File: src/rtl/fifo_wr_arb_pkg.sv
// Shared types and helpers for the fifo_wr_arb write-port arbiter.
package fifo_wr_arb_pkg;
  typedef enum logic {IDLE = 1'b0, BURST = 1'b1} state_e;

  localparam int MAX_NUM_REQ = 8;
  localparam int IDX_W       = $clog2(MAX_NUM_REQ);

  function automatic logic [IDX_W-1:0] rr_next(input logic [IDX_W-1:0] ptr, input int n);
    if (int'(ptr) + 1 >= n) return '0;
    return ptr + 1'b1;
  endfunction
endpackage

File: src/rtl/fifo_wr_arb_rr_pick.sv
// Combinational round-robin picker: first requester at or after rr_ptr, wrapping.
module rr_pick
  import fifo_wr_arb_pkg::*;
#(
  parameter int NUM_REQ = 4
) (
  input  logic [NUM_REQ-1:0] req,
  input  logic [IDX_W-1:0]   rr_ptr,
  output logic [NUM_REQ-1:0] win,
  output logic [IDX_W-1:0]   win_idx
);
  localparam logic [IDX_W:0] N = (IDX_W+1)'(NUM_REQ);

  logic [MAX_NUM_REQ-1:0] req_ext;
  logic [IDX_W:0]         sum;
  logic                   found;

  assign req_ext = MAX_NUM_REQ'(req);

  always_comb begin
    win_idx = '0;
    found   = 1'b0;
    sum     = '0;
    for (int k = 0; k < NUM_REQ; k++) begin
      // rr_ptr < NUM_REQ and k < NUM_REQ, so one subtraction is a full modulo
      sum = {1'b0, rr_ptr} + (IDX_W+1)'(k);
      if (sum >= N) sum = sum - N;
      if (!found && req_ext[sum[IDX_W-1:0]]) begin
        found   = 1'b1;
        win_idx = sum[IDX_W-1:0];
      end
    end
  end

  always_comb begin
    win = '0;
    for (int j = 0; j < NUM_REQ; j++) win[j] = found && (win_idx == IDX_W'(j));
  end
endmodule

File: src/rtl/fifo_wr_arb.sv
// Round-robin burst arbiter sharing one FIFO write port between NUM_REQ producers.
// Define FIFO_WR_ARB_PRIO0_EN to give producer 0 fixed priority over the rotation.
module fifo_wr_arb
  import fifo_wr_arb_pkg::*;
#(
  parameter int NUM_REQ    = 4,
  parameter int DATA_WIDTH = 8,
  parameter int MAX_BURST  = 4
) (
  input  logic                          clk,
  input  logic                          reset,
  input  logic [NUM_REQ-1:0]            req,
  input  logic [NUM_REQ-1:0]            last,
  input  logic [NUM_REQ*DATA_WIDTH-1:0] data,
  input  logic                          full,
  output logic [NUM_REQ-1:0]            gnt,
  output logic                          wr,
  output logic [DATA_WIDTH-1:0]         w_data,
  output logic                          busy
);
  localparam int CW = $clog2(MAX_BURST + 1);

  state_e                 state_q, state_d;
  logic [NUM_REQ-1:0]     gnt_q, gnt_d, rr_win, pick_win;
  logic [IDX_W-1:0]       owner_q, owner_d, rr_ptr_q, rr_ptr_d, rr_idx, pick_idx;
  logic [CW-1:0]          beat_cnt_q, beat_cnt_d, cnt_inc;
  logic [MAX_NUM_REQ-1:0] req_ext, last_ext;
  logic [DATA_WIDTH-1:0]  dw [MAX_NUM_REQ];
  logic                   owner_req, exit_burst;

  // Pad producer slices to MAX_NUM_REQ so owner_q indexes exactly
  for (genvar i = 0; i < MAX_NUM_REQ; i++) begin : g_slice
    if (i < NUM_REQ) begin : g_used
      assign dw[i] = data[i*DATA_WIDTH +: DATA_WIDTH];
    end else begin : g_pad
      assign dw[i] = '0;
    end
  end

  assign req_ext  = MAX_NUM_REQ'(req);
  assign last_ext = MAX_NUM_REQ'(last);

  rr_pick #(.NUM_REQ(NUM_REQ)) u_pick (
    .req     (req),
    .rr_ptr  (rr_ptr_q),
    .win     (rr_win),
    .win_idx (rr_idx)
  );

`ifdef FIFO_WR_ARB_PRIO0_EN
  assign pick_win = req[0] ? NUM_REQ'(1) : rr_win;
  assign pick_idx = req[0] ? '0 : rr_idx;
`else
  assign pick_win = rr_win;
  assign pick_idx = rr_idx;
`endif

  assign owner_req  = req_ext[owner_q];
  assign busy       = (state_q == BURST);
  assign wr         = busy & owner_req & ~full;
  assign w_data     = busy ? dw[owner_q] : '0;
  assign gnt        = gnt_q;
  assign cnt_inc    = beat_cnt_q + CW'(1);
  assign exit_burst = busy && (!owner_req ||
                      (wr && (last_ext[owner_q] || cnt_inc == CW'(MAX_BURST))));

  always_comb begin
    state_d    = state_q;
    gnt_d      = gnt_q;
    owner_d    = owner_q;
    rr_ptr_d   = rr_ptr_q;
    beat_cnt_d = beat_cnt_q;
    case (state_q)
      IDLE: if (|req) begin
        state_d    = BURST;
        gnt_d      = pick_win;
        owner_d    = pick_idx;
        beat_cnt_d = '0;
      end
      BURST: begin
        if (wr) beat_cnt_d = cnt_inc;
        if (exit_burst) begin
          state_d = IDLE;
          gnt_d   = '0;
`ifdef FIFO_WR_ARB_PRIO0_EN
          if (owner_q != '0) rr_ptr_d = rr_next(owner_q, NUM_REQ);
`else
          rr_ptr_d = rr_next(owner_q, NUM_REQ);
`endif
        end
      end
      default: state_d = IDLE;
    endcase
  end

  always_ff @(posedge clk or negedge reset) begin
    if (!reset) begin
      state_q    <= IDLE;
      gnt_q      <= '0;
      owner_q    <= '0;
      rr_ptr_q   <= '0;
      beat_cnt_q <= '0;
    end else begin
      state_q    <= state_d;
      gnt_q      <= gnt_d;
      owner_q    <= owner_d;
      rr_ptr_q   <= rr_ptr_d;
      beat_cnt_q <= beat_cnt_d;
    end
  end
endmodule

File: config.mk
export PLATFORM = sky130hd
export DESIGN_NAME = fifo_wr_arb
export DESIGN_NICKNAME = d
export VERILOG_FILES = /design/src/rtl/fifo_wr_arb_pkg.sv /design/src/rtl/fifo_wr_arb_rr_pick.sv /design/src/rtl/fifo_wr_arb.sv
export SDC_FILE = /design/constraint.sdc
export NUM_CORES = 1
export LEC_CHECK = 0
export BUFFER_PORTS_ARGS = -buffer_cell sky130_fd_sc_hd__buf_2
export CAP_MARGIN = 10
export CORE_ASPECT_RATIO = 0.75
export CORE_MARGIN = 5
export CORE_UTILIZATION = 46
export CTS_CLUSTER_DIAMETER = 50
export CTS_CLUSTER_SIZE = 25
export DETAILED_ROUTE_END_ITERATION = 10
export GPL_ROUTABILITY_DRIVEN = 0
export PLACE_DENSITY_LB_ADDON = 0.08
export SYNTH_ARGS = -nofsm -noshare
export SYNTH_HDL_FRONTEND = slang
export SYNTH_HIERARCHICAL = 1
export SYNTH_SLANG_ARGS = --single-unit
File: constraint.sdc
create_clock -name clk -period 5.11 [get_ports clk]
set_input_delay 0.511 -clock clk [delete_from_list [all_inputs] [get_ports clk]]
set_output_delay 0.511 -clock clk [all_outputs]
set_load 0.01 [all_outputs]
Word level (Yosys, flattened, before mapping). Cells that the tools add are included.

Bits in registers: 14. Input bits: 43. Output and inout port bits: 14. Word-level logic and storage cells: 101.

Add/subtract/negate cells: 10. $lt $le $gt $ge: 11. Equal/unequal tests: 7. Muxes and demuxes: 42. Bitwise logic cells: 5. Reduce and logical (&&, ||, !) cells: 21.

Operators by type and width (number): 3-bit two-way mux (12); 8-bit binary-select mux with 3-bit select (1); 8-bit two-way mux (3); 3-bit by 4-bit less-than comparator with 1-bit output, second input constant (5); 1-bit binary-select mux with 3-bit select (6); 4-bit by 3-bit >= comparator with 1-bit output, second input constant (4); 1-bit two-way mux (15); 3-bit subtractor, second input constant (4); 1-bit logical AND (9); 3-bit by 1-bit adder with 4-bit output, second input constant (2); 3-bit by 2-bit adder with 4-bit output, second input constant (2); 4-bit two-way mux (2); 4-bit case mux with 2 select lines (1); 2-bit AND reduction (4); 3-bit by 1-bit adder with 3-bit output, second input constant (2); 3-bit by 2-bit == test with 1-bit output, second input constant (2); 3-bit case mux with 2 select lines (1); 4-bit >= comparator, second input constant (1); 1-bit zero test (4); 2-bit != test, second input constant (2); 3-bit inverter with 4-bit output (1); 4-bit OR reduction (1); 3-bit by 1-bit == test with 1-bit output, second input constant (1); 3-bit == test, second input constant (1); other kinds (7) (10).

Longest topological paths before layout.
Depth in word-level cells: 18. Gate-level depth with buffers: 13. Depth with buffers taken out: 11.

Cells and area by module. The synthesis kept the hierarchy.

Modules (own cells, without submodules): fifo_wr_arb (instances 1, cells each 83, area an instance 1003.5 um2, seq. area each 350.3 um2); rr_pick (instances 1, cells each 43, area an instance 337.8 um2, seq. area each 0.0 um2).

Worst setup path after synthesis. No wires, ideal clock.

Path kind: flip-flop to flip-flop. Start point: reg rr_ptr_q[0]. End point: reg gnt_q[3] (netlist: gnt[3]). Data arrival time: 2.420 ns. Setup slack: 2.613 ns. Stages on the path, launching flop included: 14. Clock period less this slack: 2.497 ns. Path through: dfrtp_1 buf_6 inv_1 ha_1 buf_6 mux4_2 nand2_2 and3_1 a21oi_1 o311a_1 inv_2 and2_1 nand2_1 a21oi_1.

Cells in the longest elaborated chain, start to end: 18. Elaborated cells between the ends (all ways): 41.

Ends and longest elaborated chain: from (decl) (line fifo_wr_arb.sv:25) `logic [IDX_W-1:0] owner_q, owner_d, rr_ptr_q, rr_ptr_d, rr_idx, pick_idx;`; from (signal assigned) (line fifo_wr_arb.sv:107) `rr_ptr_q <= rr_ptr_d;`; parallel branches: the longest is 13 deep, another holds 3-bit by 1-bit adder with 4-bit output; 3-bit two-way mux * (line fifo_wr_arb_rr_pick.sv:28) `if (!found && req_ext[sum[IDX_W-1:0]]) begin`; net pick_idx[1] (line fifo_wr_arb.sv:25); 3-bit by 2-bit == test with 1-bit output * (line fifo_wr_arb_rr_pick.sv:37) `for (int j = 0; j < NUM_REQ; j++) win[j] = found && (win_idx == IDX_W'(j));`; 1-bit logical AND * (line fifo_wr_arb_rr_pick.sv:37); net pick_win[3] (line fifo_wr_arb.sv:24) `logic [NUM_REQ-1:0] gnt_q, gnt_d, rr_win, pick_win;`; 4-bit two-way mux * (line fifo_wr_arb.sv:74) `IDLE: if (|req) begin`; 4-bit case mux with 2 select lines * (line fifo_wr_arb.sv:73) `case (state_q)`; to (signal assigned) (line fifo_wr_arb.sv:105) `gnt_q <= gnt_d;`; to (decl) (line fifo_wr_arb.sv:24).

Mark *: on every way through the listed nets, which the timed path passes. The select of a mux whose other input is x is not followed. A chain may end at the register's enable or synchronous reset.

Final worst setup path. Same ends and word-level chain as after synthesis.

==> summary.md <==
The run finished with clean final reports. For the final layout net count, the log shows 229. Highest cell delay on the worst timing path: 0.61 ns.

The min-delay analysis places its worst path in the category primary input to asynchronous set/reset pin. The run gives 0 ns as the sum of negative setup slack. TritonCTS built the clock tree.

No sink is reached through more buffers than the 2 on the longest clock path. The adder-cell share of the synthesized area was 4.664%. The count of unique library cells instantiated by Yosys is 48. The actual transition at the worst max-transition pin works out to 0.6932 ns. Synthesis produced a netlist whose cell count is 126.

The count of nets left with antenna violations once routing finished came out at 0. The number of antenna violations at the first check in global routing came out at 0. The vias per cell came out at 5.647.

After synthesis the netlist holds a flip-flop and latch count of 14. The per-instance average area after synthesis was 10.65 um^2. The critical path is of the flop to flop type. The die is 56.77 um tall. The CTS sink count is 14, and the total wirelength of the detailed-routed design is 3.448 mm. Entering global routing, the biggest net connects 15 pins. For the final count of hold timing violations, the log shows 0. Row generation in the floorplan step produced 17 rows.

The largest family of logic cells by synthesized area was multiplexers. Leaving out fill and tap cells, the most frequent cells in the layout are sky130_fd_sc_hd__buf_2 (56), sky130_fd_sc_hd__dfrtp_1 (14), sky130_fd_sc_hd__mux4_2 (12). Gates resized during post-CTS repair numbered 0. Minimum clock period after layout: 3.048 ns. The part of the power in the clock network is 11.9%. The largest fanout on the critical path is 12, and the post-CTS repair timing setup buffer count is 0. The tools report the maximum level of the CTS H-tree as 1. The post-DP HPWL is 2.786 mm. The run gives 5.513 mm as the global-route wire length before repair. Buffers inserted to repair hold after CTS numbered 0.

The master of the slowest instance on the critical path was sky130_fd_sc_hd__dfrtp_1. Across all register-to-register paths, the minimum setup slack is 2.06 ns. The worst register-to-register path begins at rr_ptr_q[0]. Clock skew on the completed layout was measured at 0.004276 ns. The compound-gate portion of the synthesized area came out at 16.79%.

The logic depth of the worst register-to-register path is 10. Setup violations remaining at the end of the flow were counted as 0. The total of buffers placed on input and output ports is 56, and the area growth from synthesis to layout is 25.37%.

STA classifies the critical path endpoint as a flop. The achievable frequency came out at 328.1 MHz. Once layout is complete, the cells apart from fillers number 218. Leading register cell type out of synthesis: sky130_fd_sc_hd__dfrtp_1. The final critical path takes up 59.64% of the cycle. Power spread over the standard cell area amounts to 543.5 mW/mm^2.

Per report_power, the sequential group accounts for 26.7% of the total. Internal power comes to 522.0 uW. The region available for standard cell placement spans 0.002872 mm^2. Number of DRC violations after detailed routing: 0. The worst register-to-register path ends at gnt[3]. Headroom to the max-slew limit came out at 53.40%. For the combinational fraction of design power, the log shows 61.3%. The run gives 913.9 uW as the post-layout total power. The critical path goes through inv_1, ha_1, mux4_2, nor2_1, nor4b_1, o311a_1, inv_2, and2_1, nand2_1, a21oi_1.

Setup repair after global routing left no endpoint under its margin. Before CTS, the worst setup slack after placement is 2.161 ns. Number of vias in the routed layout: 1231.

After detailed routing, the average wire length per cell comes to 15.82 um. After Yosys synthesis, and, or, nand and nor cells account for 19.31% of the synthesized area. For the number of CTS-inserted buffers, the log shows 3. The first-pass detailed-route iteration total is 4, and the clock transition time at the flip-flop clock pins of the worst setup and hold paths is 0.06 ns. The total die area is 0.004107 mm^2, and the count of final max-slew check failures is 0.

At the worst endpoint, the required time is 5.23 ns. The repair_antennas step left the layout with diodes totalling 0. In the final layout, the share of cells above drive strength 1 is 50.00%. The synthesized netlist occupies a cell area of 0.001341 mm^2. During synthesis, Yosys emitted a total of 6 warnings. The initial utilization of the core area, before any placement, comes to 46.71%. In this run, the number of DRC markers left after iteration 0 of detailed routing was 57. Net switching is 42.88% of the power. Number of global-route vias before repair: 1203. Across the run, the number of max-cap violations was 0. The total routing usage reported by global routing is 17.15%, and the number of enable flip-flop cells after synthesis is 0. For this design the static power due to leakage is 0.0008183 uW. The tools report the root buffer cell as sky130_fd_sc_hd__clkbuf_8. The sum of overflow across all layers after global routing was 0; the total buffers and inverters traversed by the critical path was 2. In the post-route analysis, the smallest setup slack over all paths is 2.062 ns. The library cell used most frequently in the layout, excluding fill and tap cells, is sky130_fd_sc_hd__buf_2. When the netlist entered floorplanning its net count stood at 174. For the worst ir drop on vdd, the log shows 0.2394 mV. The startpoint type of the worst setup path is a flop. Multiplexer cells account for 26.03% of the synthesized area. The signal arrival time at the worst endpoint was 3.17 ns; the share of synthesized registers carrying an async set or reset was 100.0%. The synthesized netlist devotes 1.959% of its cell area to XOR and XNOR gates. The proportion of synthesized chip area in sequential cells came out at 26.12%. In this run the count of I/O pins placed on the die edge is 57. Summed over all nets, the switching power comes to 391.9 uW. For the number of placed instances with taps included, the log shows 214. In this run the horizontal extent of the chip is 72.35 um. Among cell families on the critical path, the largest total delay comes from simple AND/OR/NAND/NOR gates. The clock latency at the later pin of the worst-skew pair came out at 0.25 ns.
## per-layer routing
layer / global-route usage, % / up-vias / part of all wire [%]
met5: 0 / - / 0
met4: 1.609 / 0 / 0
met3: 4.830 / 0 / 7.3
met2: 28.92 / 50 / 49
met1: 22.51 / 601 / 44
li1: - / 580 / -
## sequential cells by signal (all words and copies together) (netlist names)
name and cells:
beat_cnt_q 3, busy 1, rr_ptr_q 3, gnt 4, owner_q 3
## area by class of cell
class / instances / area (um^2)
Clock buffer: 4 / 55.05
Fill cell: 273 / 1190
Inverter: 6 / 22.52
Multi-Input combinational cell: 100 / 925.9
Sequential cell: 14 / 350.3
Tap cell: 38 / 47.55
Timing Repair Buffer: 56 / 280.3
## synth_stat cells, types with 2 or more instances
library cell | instances | area share (%)
sky130_fd_sc_hd__o21ai_0 | 6 | 2.2
sky130_fd_sc_hd__mux2_2 | 3 | 2.5
sky130_fd_sc_hd__a21oi_1 | 8 | 3.0
sky130_fd_sc_hd__mux2i_1 | 3 | 2.2
sky130_fd_sc_hd__inv_2 | 2 | 0.56
sky130_fd_sc_hd__nor2b_1 | 10 | 4.7
sky130_fd_sc_hd__a22o_1 | 2 | 1.3
sky130_fd_sc_hd__a211oi_1 | 2 | 1.1
sky130_fd_sc_hd__inv_1 | 4 | 1.1
sky130_fd_sc_hd__dfrtp_1 | 14 | 26
sky130_fd_sc_hd__mux4_2 | 12 | 20
sky130_fd_sc_hd__nand2_1 | 9 | 2.5
sky130_fd_sc_hd__buf_6 | 2 | 1.7
sky130_fd_sc_hd__nand2b_1 | 2 | 0.93
sky130_fd_sc_hd__and2_1 | 2 | 0.93
sky130_fd_sc_hd__ha_1 | 5 | 4.7
sky130_fd_sc_hd__nor2_1 | 8 | 2.2
sky130_fd_sc_hd__xor2_1 | 2 | 1.3
## worst max-delay path by stage
| stage | slack [ns] | to | from | depth (start not counted) |
|---|---|---|---|---|
| CTS | 2.13 | gnt[3] | rr_ptr_q[0] | 10 |
| global placement | 2.33 | gnt[3] | rr_ptr_q[0] | 11 |
| floorplan | 2.61 | gnt[3] | rr_ptr_q[0] | 13 |
| global route | 1.97 | gnt[0] | rr_ptr_q[0] | 10 |
| finish | 2.06 | gnt[3] | rr_ptr_q[0] | 10 |
| detailed placement | 2.16 | gnt[3] | rr_ptr_q[0] | 10 |
## cells by family (layout without fill, tap and decap cells)
kind of cell	count (synthesis)	after routing
AND/OR/NAND/NOR	43	43
AO/OA/AOI/OAI	29	29
multiplexers	19	19
flip-flops	14	14
buffers and inverters	12	66
adder cells (fa/ha/maj)	5	5
XOR/XNOR	3	3
other	1	1
## metrics by stage
| step | utilization, % | hold slack, ns | area (um^2) |
|---|---|---|---|
| after floorplan | - | 0.2154 | 1341 |
| final | 58.56 | 0.1528 | 1682 |
| after global routing | 58.56 | 0.1819 | 1682 |
| after detailed placement | 56.64 | 0.4278 | 1627 |
| after global placement | 56.64 | 0.4209 | 1627 |
| after CTS | 58.56 | 0.1576 | 1682 |
## power by group through the flow
stage / sequential [uW] / clock, uW / combinational [uW]
final: 244 / 109 / 561
after detailed placement: 247 / 0 / 557
after global placement: 242 / 0 / 543
after CTS: 246 / 111 / 559
after floorplan: 196 / 0 / 483
after global routing: 258 / 116 / 607
(Power assumes the default switching activity.)
